**config.mk**
```make
export PLATFORM = sky130hd
export DESIGN_NAME = regbank_read_port_flat
export DESIGN_NICKNAME = d
export VERILOG_FILES = /design/src/rtl/regbank_read_port_if.sv /design/src/rtl/regbank_read_port.sv /design/src/flat_wrapper.sv
export SDC_FILE = /design/constraint.sdc
export NUM_CORES = 1
export LEC_CHECK = 0
export ABC_AREA = 1
export ABC_CLOCK_PERIOD_IN_PS = 1400
export BUFFER_PORTS_ARGS = -buffer_cell sky130_fd_sc_hd__clkbuf_2
export CAP_MARGIN = 20
export CORE_AREA = 5 5 446 448
export CTS_BUF_LIST = sky130_fd_sc_hd__clkbuf_4
export DETAILED_ROUTE_END_ITERATION = 7
export DIE_AREA = 0 0 451 453
export MAX_ROUTING_LAYER = met4
export PLACE_DENSITY_LB_ADDON = 0.12
export SETUP_SLACK_MARGIN = 0.2
export SYNTH_ARGS = -nofsm -noshare
export SYNTH_HDL_FRONTEND = slang
export SYNTH_SLANG_ARGS = --single-unit
```
**constraint.sdc**
```tcl
create_clock -name clk_i -period 1.4 [get_ports clk_i]
set_input_delay 0.21 -clock clk_i [delete_from_list [all_inputs] [get_ports clk_i]]
set_output_delay 0.21 -clock clk_i [all_outputs]
set_load 0.05 [all_outputs]
```
**src/rtl/regbank_read_port_if.sv**
```systemverilog
// Read-port handshake bundle: request (two operand addresses) in, registered operand pair out.
// master = requester/consumer side, slave = the read port.
interface regbank_read_port_if #(
  parameter int DATA_W = 32,
  parameter int ADDR_W = 5
);
  logic              req_valid;
  logic              req_ready;
  logic [ADDR_W-1:0] req_addr_a;
  logic [ADDR_W-1:0] req_addr_b;
  logic              rsp_valid;
  logic              rsp_ready;
  logic [DATA_W-1:0] rsp_data_a;
  logic [DATA_W-1:0] rsp_data_b;

  modport master (
    output req_valid, req_addr_a, req_addr_b, rsp_ready,
    input  req_ready, rsp_valid, rsp_data_a, rsp_data_b
  );

  modport slave (
    input  req_valid, req_addr_a, req_addr_b, rsp_ready,
    output req_ready, rsp_valid, rsp_data_a, rsp_data_b
  );
endinterface

```
**src/rtl/regbank_read_port.sv**
```systemverilog
// Register bank read port: two operands by address into a one-entry output stage; REGBANK_RD_BYPASS_EN forwards same-cycle writes.
// Latency 1 cycle, 1 pair/cycle; req_ready = empty | rsp_ready, so a stalled consumer stalls the requester.
module regbank_read_port #(
  parameter int DATA_W = 32,
  parameter int ADDR_W = 5
) (
  input  logic                          clk_i,
  input  logic                          rst_n_i,
  input  logic [DATA_W*(2**ADDR_W)-1:0] regs_flat_i,
  input  logic                          wr_en_i,
  input  logic [ADDR_W-1:0]             wr_addr_i,
  input  logic [DATA_W-1:0]             wr_data_i,
  regbank_read_port_if.slave            rd_if
);

`ifdef REGBANK_RD_BYPASS_EN
  localparam bit BYPASS_EN = 1'b1;
`else
  localparam bit BYPASS_EN = 1'b0;
`endif

  localparam logic [0:0] ST_EMPTY = 1'b0;
  localparam logic [0:0] ST_FULL  = 1'b1;

  typedef struct packed {
    logic [DATA_W-1:0] a;
    logic [DATA_W-1:0] b;
  } opnd_t;

  logic [0:0] state_q, state_d;
  opnd_t      opnd_q, opnd_d;
  logic       req_fire;

  // Register 0 is hard zero and wins over any bypass hit.
  function automatic logic [DATA_W-1:0] read_opnd(input logic [ADDR_W-1:0] addr);
    logic [DATA_W-1:0] val;
    val = regs_flat_i[int'(addr)*DATA_W +: DATA_W];
    if (BYPASS_EN && wr_en_i && (wr_addr_i == addr)) val = wr_data_i;
    if (addr == '0) val = '0;
    return val;
  endfunction

  assign rd_if.req_ready = (state_q == ST_EMPTY) | rd_if.rsp_ready;
  assign req_fire        = rd_if.req_valid & rd_if.req_ready;

  always_comb begin
    state_d = state_q;
    case (state_q)
      ST_EMPTY: if (rd_if.req_valid) state_d = ST_FULL;
      ST_FULL:  if (rd_if.rsp_ready && !rd_if.req_valid) state_d = ST_EMPTY;
      default:  state_d = ST_EMPTY;
    endcase
  end

  always_comb begin
    opnd_d = opnd_q;
    if (req_fire) begin
      opnd_d.a = read_opnd(rd_if.req_addr_a);
      opnd_d.b = read_opnd(rd_if.req_addr_b);
    end
  end

  always_ff @(posedge clk_i or negedge rst_n_i) begin
    if (!rst_n_i) begin
      state_q <= ST_EMPTY;
      opnd_q  <= '0;
    end else begin
      state_q <= state_d;
      opnd_q  <= opnd_d;
    end
  end

  assign rd_if.rsp_valid  = (state_q == ST_FULL);
  assign rd_if.rsp_data_a = opnd_q.a;
  assign rd_if.rsp_data_b = opnd_q.b;

endmodule

```
**src/flat_wrapper.sv**
```systemverilog
// flat-port wrapper written by rule: the top's interface ports become plain ports
module regbank_read_port_flat 
#(
  parameter int DATA_W = 32,
  parameter int ADDR_W = 5
)
  (clk_i, rst_n_i, regs_flat_i, wr_en_i, wr_addr_i, wr_data_i, rd_if_req_valid, rd_if_req_addr_a, rd_if_req_addr_b, rd_if_rsp_ready, rd_if_req_ready, rd_if_rsp_valid, rd_if_rsp_data_a, rd_if_rsp_data_b);
  regbank_read_port_if #(.DATA_W(DATA_W), .ADDR_W(ADDR_W)) rd_if_i ();
  input  logic clk_i;
  input  logic rst_n_i;
  input  logic [DATA_W*(2**ADDR_W)-1:0] regs_flat_i;
  input  logic wr_en_i;
  input  logic [ADDR_W-1:0] wr_addr_i;
  input  logic [DATA_W-1:0] wr_data_i;
  input wire logic [$bits(rd_if_i.req_valid)-1:0] rd_if_req_valid;
  input wire logic [$bits(rd_if_i.req_addr_a)-1:0] rd_if_req_addr_a;
  input wire logic [$bits(rd_if_i.req_addr_b)-1:0] rd_if_req_addr_b;
  input wire logic [$bits(rd_if_i.rsp_ready)-1:0] rd_if_rsp_ready;
  output wire logic [$bits(rd_if_i.req_ready)-1:0] rd_if_req_ready;
  output wire logic [$bits(rd_if_i.rsp_valid)-1:0] rd_if_rsp_valid;
  output wire logic [$bits(rd_if_i.rsp_data_a)-1:0] rd_if_rsp_data_a;
  output wire logic [$bits(rd_if_i.rsp_data_b)-1:0] rd_if_rsp_data_b;
  assign rd_if_i.req_valid = rd_if_req_valid;
  assign rd_if_i.req_addr_a = rd_if_req_addr_a;
  assign rd_if_i.req_addr_b = rd_if_req_addr_b;
  assign rd_if_i.rsp_ready = rd_if_rsp_ready;
  assign rd_if_req_ready = rd_if_i.req_ready;
  assign rd_if_rsp_valid = rd_if_i.rsp_valid;
  assign rd_if_rsp_data_a = rd_if_i.rsp_data_a;
  assign rd_if_rsp_data_b = rd_if_i.rsp_data_b;
  regbank_read_port #(.DATA_W(DATA_W), .ADDR_W(ADDR_W)) u_core (.clk_i(clk_i), .rst_n_i(rst_n_i), .regs_flat_i(regs_flat_i), .wr_en_i(wr_en_i), .wr_addr_i(wr_addr_i), .wr_data_i(wr_data_i), .rd_if(rd_if_i));
endmodule
```
==> run summary, run 1 <==
Outcome = finished with violations
Failing checks = setup timing
Floorplan core area = 194,000 um2
Final hold vios = 0
Final Skew = 0.0318 ns
Setup crit end kind = output port
Worst Path Required = 1.19 ns
Slowest cell on the critical path = dfrtp_2
Worst path cell trace = clkbuf_16
CP delay by family, top = flip-flops
Ys Warns = 0
Layout cells sized above 1 = 0.336
Rel. slew slack = 0.557
Via count = 42,400
Port Buffers = 1,103
PwrDens = 551 nW/um2
HP Class = in2async
CP max FO = 2
Initial antenna violation count = 158
RR Endpoint = u_core.rd_if.rsp_data_a[16]
Fmax = 0.631 GHz
Max-cap viol count = 0
Vias in the first global route = 39,600
Site Rows = 162
Global-route wire length before repair = 368,000 um
Placed cell count = 9,029
Synthesized area per cell = 4.42 um2
Worst-Skew Late Latency = 0.57 ns
Buf+Inv Stages, Crit Path = 1
Die height = 453 um
Setup violators final = 92
Longest Clk Path Bufs = 2
CP peak stage delay = 0.57 ns
Initial Util = 0.118
Fin worst setup slack = -0.186 ns
CTS Buf Count = 9
Post-synthesis cell area = 22,900 um2
Synth Register Bits = 65
Pin count of the biggest net entering global routing = 61
Dominant cell type by area after synthesis = nand2_1
Num ports = 1,142
CTS tree = built
RSZ-0062 raised after global routing = yes
Vias/cell = 4.56
Share of the synthesized area in the top cell type = 0.456
Detailed-placement wirelength estimate = 235,000 um
Slew Limit Fails = 0
Die ar. = 204,000 um2
Worst reg2reg path startpoint = u_core.rd_if.rsp_valid
Sink Count = 65
Netlist cell types = 20
Cell Area, Placed = 36,600 um2
# H-tree levels = 3
Final non-filler cell total = 9,288
Critical path class = reg2out
Top cells by area, synth = nand2_1 (46%), nand3_1 (19%), nor2_1 (7.9%)
Initial DRC count = 4,081
Reg2reg path depth = 9
Final RePlAce weighted congestion = 0.971
Area growth from synthesis to layout = 81.6%
NumNets Final = 7,720
Post-route minimum period = 1.59 ns
Syn_nets = 6,261
Seq/Total Area, Yosys = 0.0710
Pre-Repair DR Iteration Count = 5
Startpoint types = flop
Setup slack, reg-to-reg = -0.11 ns
Total grt overflow = 0
Synthesized instance count = 5,185
Antenna-violating nets left = 0
Global Route Usage Sum = 0.270
Clock slew at reported path FFs = 0.19 ns
Routed wire per std cell = 30.6 um
Final WL = 285,000 um
Die X = 451 um
Worst VDD drop = 0.406 mV
Final core occ = 0.214
Crit share post-route = 1.13
DRC violations left = 0
Post-route cell area = 41,600 um2
Root Buffer Master = clkbuf_4
Worst-margin pin slew = 0.665 ns
P_leak = 22.0 nW
Critical path arrival = 1.38 ns
-- synth_stat cells --
| library cell | instances |
|---|---|
| nand2_1 | 2782 |
| nand3_1 | 888 |
| nor2_1 | 482 |
| a21oi_1 | 223 |
| o21ai_0 | 220 |
| clkbuf_1 | 215 |
| buf_2 | 126 |
| dfrtp_1 | 65 |
| buf_1 | 64 |
| inv_1 | 62 |
| nand3b_1 | 16 |
| buf_6 | 13 |
| buf_4 | 9 |
| o211ai_1 | 9 |
| and3_1 | 3 |
| inv_2 | 3 |
| clkinv_1 | 2 |
| inv_4 | 1 |
| nand4_1 | 1 |
| nor2_2 | 1 |
-- cell type report --
cell class	instances	area, um2
clock buffer	9	67.6
inverter	68	358
fill	22700	153000
sequential	65	1650
antenna	97	243
tap	2542	3180
timing repair inverter	1	16.3
timing repair buffer	1874	15300
multi-input combinational	4625	20700
clock inverter	7	92.6
-- registers in the layout (all words and copies together) (netlist names) --
signal,count
u_core.rd_if.rsp_data_a,32
u_core.rd_if.rsp_data_b,32
u_core.rd_if.rsp_valid,1
-- through the flow --
stage                     power, mW  TNS, ns  hold slack (ns)  worst slack [ns]
final                          22.9    -6.18           0.0781            -0.186
after global routing           24.2    -9.54           0.0890            -0.224
after CTS                      22.2   -10.11           0.0355            -0.254
after detailed placement       18.2   -49.34            0.139             -1.15
after global placement         18.3   -50.19            0.137             -1.15
after floorplan                8.94   -0.252          -0.0856           -0.0336
-- where the power goes --
group	switching, mW	internal (mW)
clock network	1.10	0.719
registers	0.493	2.23
logic	11.2	7.20
-- cells by family (layout without fill, tap and decap cells) --
family | after synthesis | count (layout) | synth area share
buffers and inverters | 495 | 1959 | 0.0938
other | 0 | 97 | 0
DFF | 65 | 65 | 0.0710
and+or+nand+nor | 4173 | 4173 | 0.735
AOI/OAI and AO/OA | 452 | 452 | 0.0997
-- how the worst max path moves through the flow --
stage                     depth (start not counted)                        from                           to  slack (ns)
after floorplan                                  14         rd_if_req_addr_b[0]   u_core.rd_if.rsp_data_b[7]       -0.03
after global placement                           12         rd_if_req_addr_b[2]  u_core.rd_if.rsp_data_b[11]       -1.15
after detailed placement                         12         rd_if_req_addr_b[2]  u_core.rd_if.rsp_data_b[11]       -1.15
after CTS                                         1  u_core.rd_if.rsp_data_b[8]          rd_if_rsp_data_b[8]       -0.25
after global routing                              1  u_core.rd_if.rsp_data_b[8]          rd_if_rsp_data_b[8]       -0.22
final                                             1  u_core.rd_if.rsp_data_b[9]          rd_if_rsp_data_b[9]       -0.19
-- layer usage --
| metal | GRT usage | part of all wire |
|---|---|---|
| met5 | - | 0 |
| met3 | 0.0374 | 0.056 |
| met4 | 0.0993 | 0.045 |
| met1 | 0.342 | 0.43 |
| met2 | 0.438 | 0.47 |
-- timing repair --
item	4_1_cts	5_1_grt
setup buffers	61	53
setup endpoints to repair	130	130
hold endpoints to repair	66	0
gates resized for setup	477	237
cloned	26	5
pin swaps	72	31
hold buffers	2	0
-- worst register-to-register path: cells and delay by family (launching register included) --
| kind | cells | cell delay [ns] |
|---|---|---|
| buf+inv | 5 | 0.68 |
| flops | 1 | 0.48 |
| simple gates | 4 | 0.27 |
-- cells in the final DEF (no fill, tap or decap), types with 3 or more instances in the layout --
cell / n
a21oi_1: 202
nand3_4: 14
o21ai_1: 14
clkbuf_4: 9
buf_8: 51
nand3b_1: 16
nand2_4: 46
nand2_1: 2638
diode_2: 97
nand3_1: 767
a21oi_2: 20
nor2_1: 454
buf_4: 526
clkinv_1: 3
clkbuf_16: 23
dfrtp_1: 44
nor2_2: 14
buf_6: 50
buf_12: 150
dfrtp_2: 21
nor2_4: 15
nand3_2: 107
inv_1: 56
nand2_8: 5
o21ai_0: 205
o211ai_1: 9
clkbuf_2: 1028
nand2_2: 93
buf_16: 36
bufbuf_16: 7
No activity file was read; power rests on OpenSTA's default activity.
==> run 2, diff against run 1 <==
--- a/config.mk
+++ b/config.mk
@@ -7,12 +7,13 @@
 export LEC_CHECK = 0
 export ABC_AREA = 1
 export ABC_CLOCK_PERIOD_IN_PS = 1400
-export BUFFER_PORTS_ARGS = -buffer_cell sky130_fd_sc_hd__clkbuf_2
+export BUFFER_PORTS_ARGS = -buffer_cell sky130_fd_sc_hd__buf_2
 export CAP_MARGIN = 20
 export CORE_AREA = 5 5 446 448
 export CTS_BUF_LIST = sky130_fd_sc_hd__clkbuf_4
 export DETAILED_ROUTE_END_ITERATION = 7
 export DIE_AREA = 0 0 451 453
+export GPL_ROUTABILITY_DRIVEN = 0
 export MAX_ROUTING_LAYER = met4
 export PLACE_DENSITY_LB_ADDON = 0.12
 export SETUP_SLACK_MARGIN = 0.2
==> run summary, run 2 (synthesis gave the netlist of run 1 again) <==
Die height = 453 um (unchanged)
Global Route met1 Usage = 0.334 (-0.00837)
Fillers = 22,800 (+0.51%)
Rel. slew slack = 0.436 (-0.121)
Startpoint types = flop
Reg2reg path depth = 9 (unchanged)
Root Buffer Master = clkbuf_4
Fin worst setup slack = -0.208 ns (-0.0222 ns)
P_leak = 21.7 nW (-1.5%)
Outcome = finished with violations
RSZ-0062 raised after global routing = yes
NumNets Final = 7,639 (-1.0%)
Die X = 451 um (unchanged)
Clock slew at reported path FFs = 0.19 ns (about the same)
Multi-input gate area = 21,100 um2 (+1.7%)
# H-tree levels = 3 (unchanged)
Final Skew = 0.0222 ns (-0.00958 ns)
Slew Limit Fails = 0 (unchanged)
Commonest non-fill, non-tap cell in the layout = nand2_1
Cell Area, Placed = 36,000 um2 (-1.6%)
PwrDens = 537 nW/um2 (-2.6%)
Max-cap viol count = 0 (unchanged)
GRT busiest layer = met2
Setup slack, reg-to-reg = -0.12 ns (about the same)
Worst Path Required = 1.19 ns (about the same)
Global-route wire length before repair = 358,000 um (-2.7%)
Final hold vios = 0 (unchanged)
Fmax = 0.622 GHz (-1.4%)
Global Route Usage Sum = 0.262 (-0.00796)
Site Rows = 162 (unchanged)
Pre-Repair DR Iteration Count = 6 (+1)
Layout cells sized above 1 = 0.340 (+0.00323)
Initial antenna violation count = 238 (+51%)
Met3 GRT Util = 0.0352 (-0.00223)
Critical path arrival = 1.40 ns (+0.02 ns)
Vias/cell = 4.60 (+0.81%)
Post-route cell area = 42,000 um2 (+0.89%)
Crit share post-route = 1.15 (+0.0158)
Buf+Inv Stages, Crit Path = 2 (+1)
Final WL = 281,000 um (-1.3%)
Register area = 1650 um2 (unchanged)
Vias in the first global route = 38,900 (-1.6%)
RR Endpoint = u_core.rd_if.rsp_data_b[10]
Place WS = -1.27 ns (-0.120 ns)
Setup crit end kind = output port
WHS = 0.0301 ns (-0.0481 ns)
Hold Path End = u_core.rd_if.rsp_valid
Pin count of the biggest net entering global routing = 57 (-6.6%)
Longest Clk Path Bufs = 2 (unchanged)
Worst reg2reg path startpoint = u_core.rd_if.rsp_valid
Floorplan core area = 194,000 um2 (unchanged)
Via count = 42,600 (+0.53%)
Hold Path Depth = 5
CTS Buf Count = 9 (unchanged)
Worst VDD drop = 0.373 mV (-8.3%)
Crit path from = u_core.rd_if.rsp_data_b[3]
Critical path class = reg2out
Overall power = 22.5 mW (-1.7%)
Sink Count = 65 (unchanged)
Worst-margin pin slew = 0.847 ns (+0.181 ns)
Detailed-placement wirelength estimate = 227,000 um (-3.5%)
Initial Util = 0.118 (unchanged)
Post-route minimum period = 1.61 ns (+0.0222 ns)
Failing checks = setup timing
Initial DRC count = 4,265 (+4.5%)
CP delay by family, top = flip-flops
Slowest cell on the critical path = dfrtp_2
HP Class = in2reg
Routed wire per std cell = 30.3 um (-0.99%)
CTS tree = built
Antenna-violating nets left = 0 (unchanged)
Critical path's most frequent cell = buf_12
DRC violations left = 0 (unchanged)
Setup violators final = 113 (+23%)
Met2 Usage GRT = 0.420 (-0.0177)
CP peak stage delay = 0.45 ns (-0.12 ns)
Hold Startpoint = rd_if_rsp_ready
Area growth from synthesis to layout = 83.2%
CP max FO = 2 (unchanged)
Worst path cell trace = buf_12 -> buf_12
Port Buffers = 1,103 (unchanged)
Die ar. = 204,000 um2 (unchanged)
Total grt overflow = 0 (unchanged)
Most frequent cells in the layout = nand2_1 (2,602), buf_2 (1,028), nand3_1 (743)
Worst-Skew Late Latency = 0.60 ns (+0.03 ns)
Num ports = 1,142 (unchanged)
## run 2: changes by cell type in the layout (fill, tap and decap cells not counted), moves of 15 or more
cell,delta
buf_2,+1028
clkbuf_2,-1028
buf_4,-124
diode_2,+55
nand2_2,+37
nand2_1,-36
nand3_1,-24
buf_6,+21
nand3_4,+16
buf_12,+15
## run 2: layer usage
metal	part of all wire	wire, um
met1	0.43	121000
met2	0.46	129000
met3	0.061	17000
met4	0.051	14300
met5	0	0
## run 2: worst reg2reg max path: stages (launching register included)
cell	delay (ns)
dfrtp_2	0.48
nand2_8	0.07
buf_6	0.11
nand2_8	0.08
buf_8	0.16
buf_12	0.15
buf_12	0.14
buf_16	0.15
nand2_2	0.06
nand2_1	0.04
## run 2: how the worst max path moves through the flow
stage / end / cells past startpoint
floorplan: u_core.rd_if.rsp_data_b[7] / 14
global placement: u_core.rd_if.rsp_data_b[3] / 13
detailed placement: u_core.rd_if.rsp_data_b[3] / 13
CTS: rd_if_rsp_data_b[8] / 1
global route: rd_if_rsp_data_b[3] / 2
finish: rd_if_rsp_data_b[3] / 2
## run 2: layout make-up
cell class                      instances  share of cell area
Sequential cell                        65              0.0394
Antenna cell                          152             0.00906
Multi-Input combinational cell       4625               0.502
Timing Repair Buffer                 1792               0.362
Inverter                               68             0.00850
Timing Repair inverter                  2            0.000417
Clock buffer                           11             0.00197
Tap cell                             2542              0.0758
Clock inverter                          5            0.000775
## run 2: stage by stage
stage	setup TNS, ns	std cells	utilization
final	-5.92	9262	0.216
after global routing	-10.84	9219	0.216
after global placement	-54.62	8932	0.185
after floorplan	-0.252	5185	-
after detailed placement	-53.98	8932	0.185
after CTS	-10.30	9021	0.202
## run 2: power by group
part           internal (mW)  leakage [nW]  switching [mW]
Sequential              2.23         0.769           0.466
Combinational           7.09          20.8            11.2
Clock                  0.396        0.0615            1.18
## run 2: repair_timing
| item | 4_1_cts | 5_1_grt |
|---|---|---|
| gates cloned | 30 | 24 |
| hold endpoints to repair | 66 | 0 |
| buffers inserted | 40 | 65 |
| resized for setup | 473 | 336 |
| hold buffers | 3 | 0 |
| endpoints found under the setup margin | 130 | 130 |
| pin swaps | 82 | 115 |
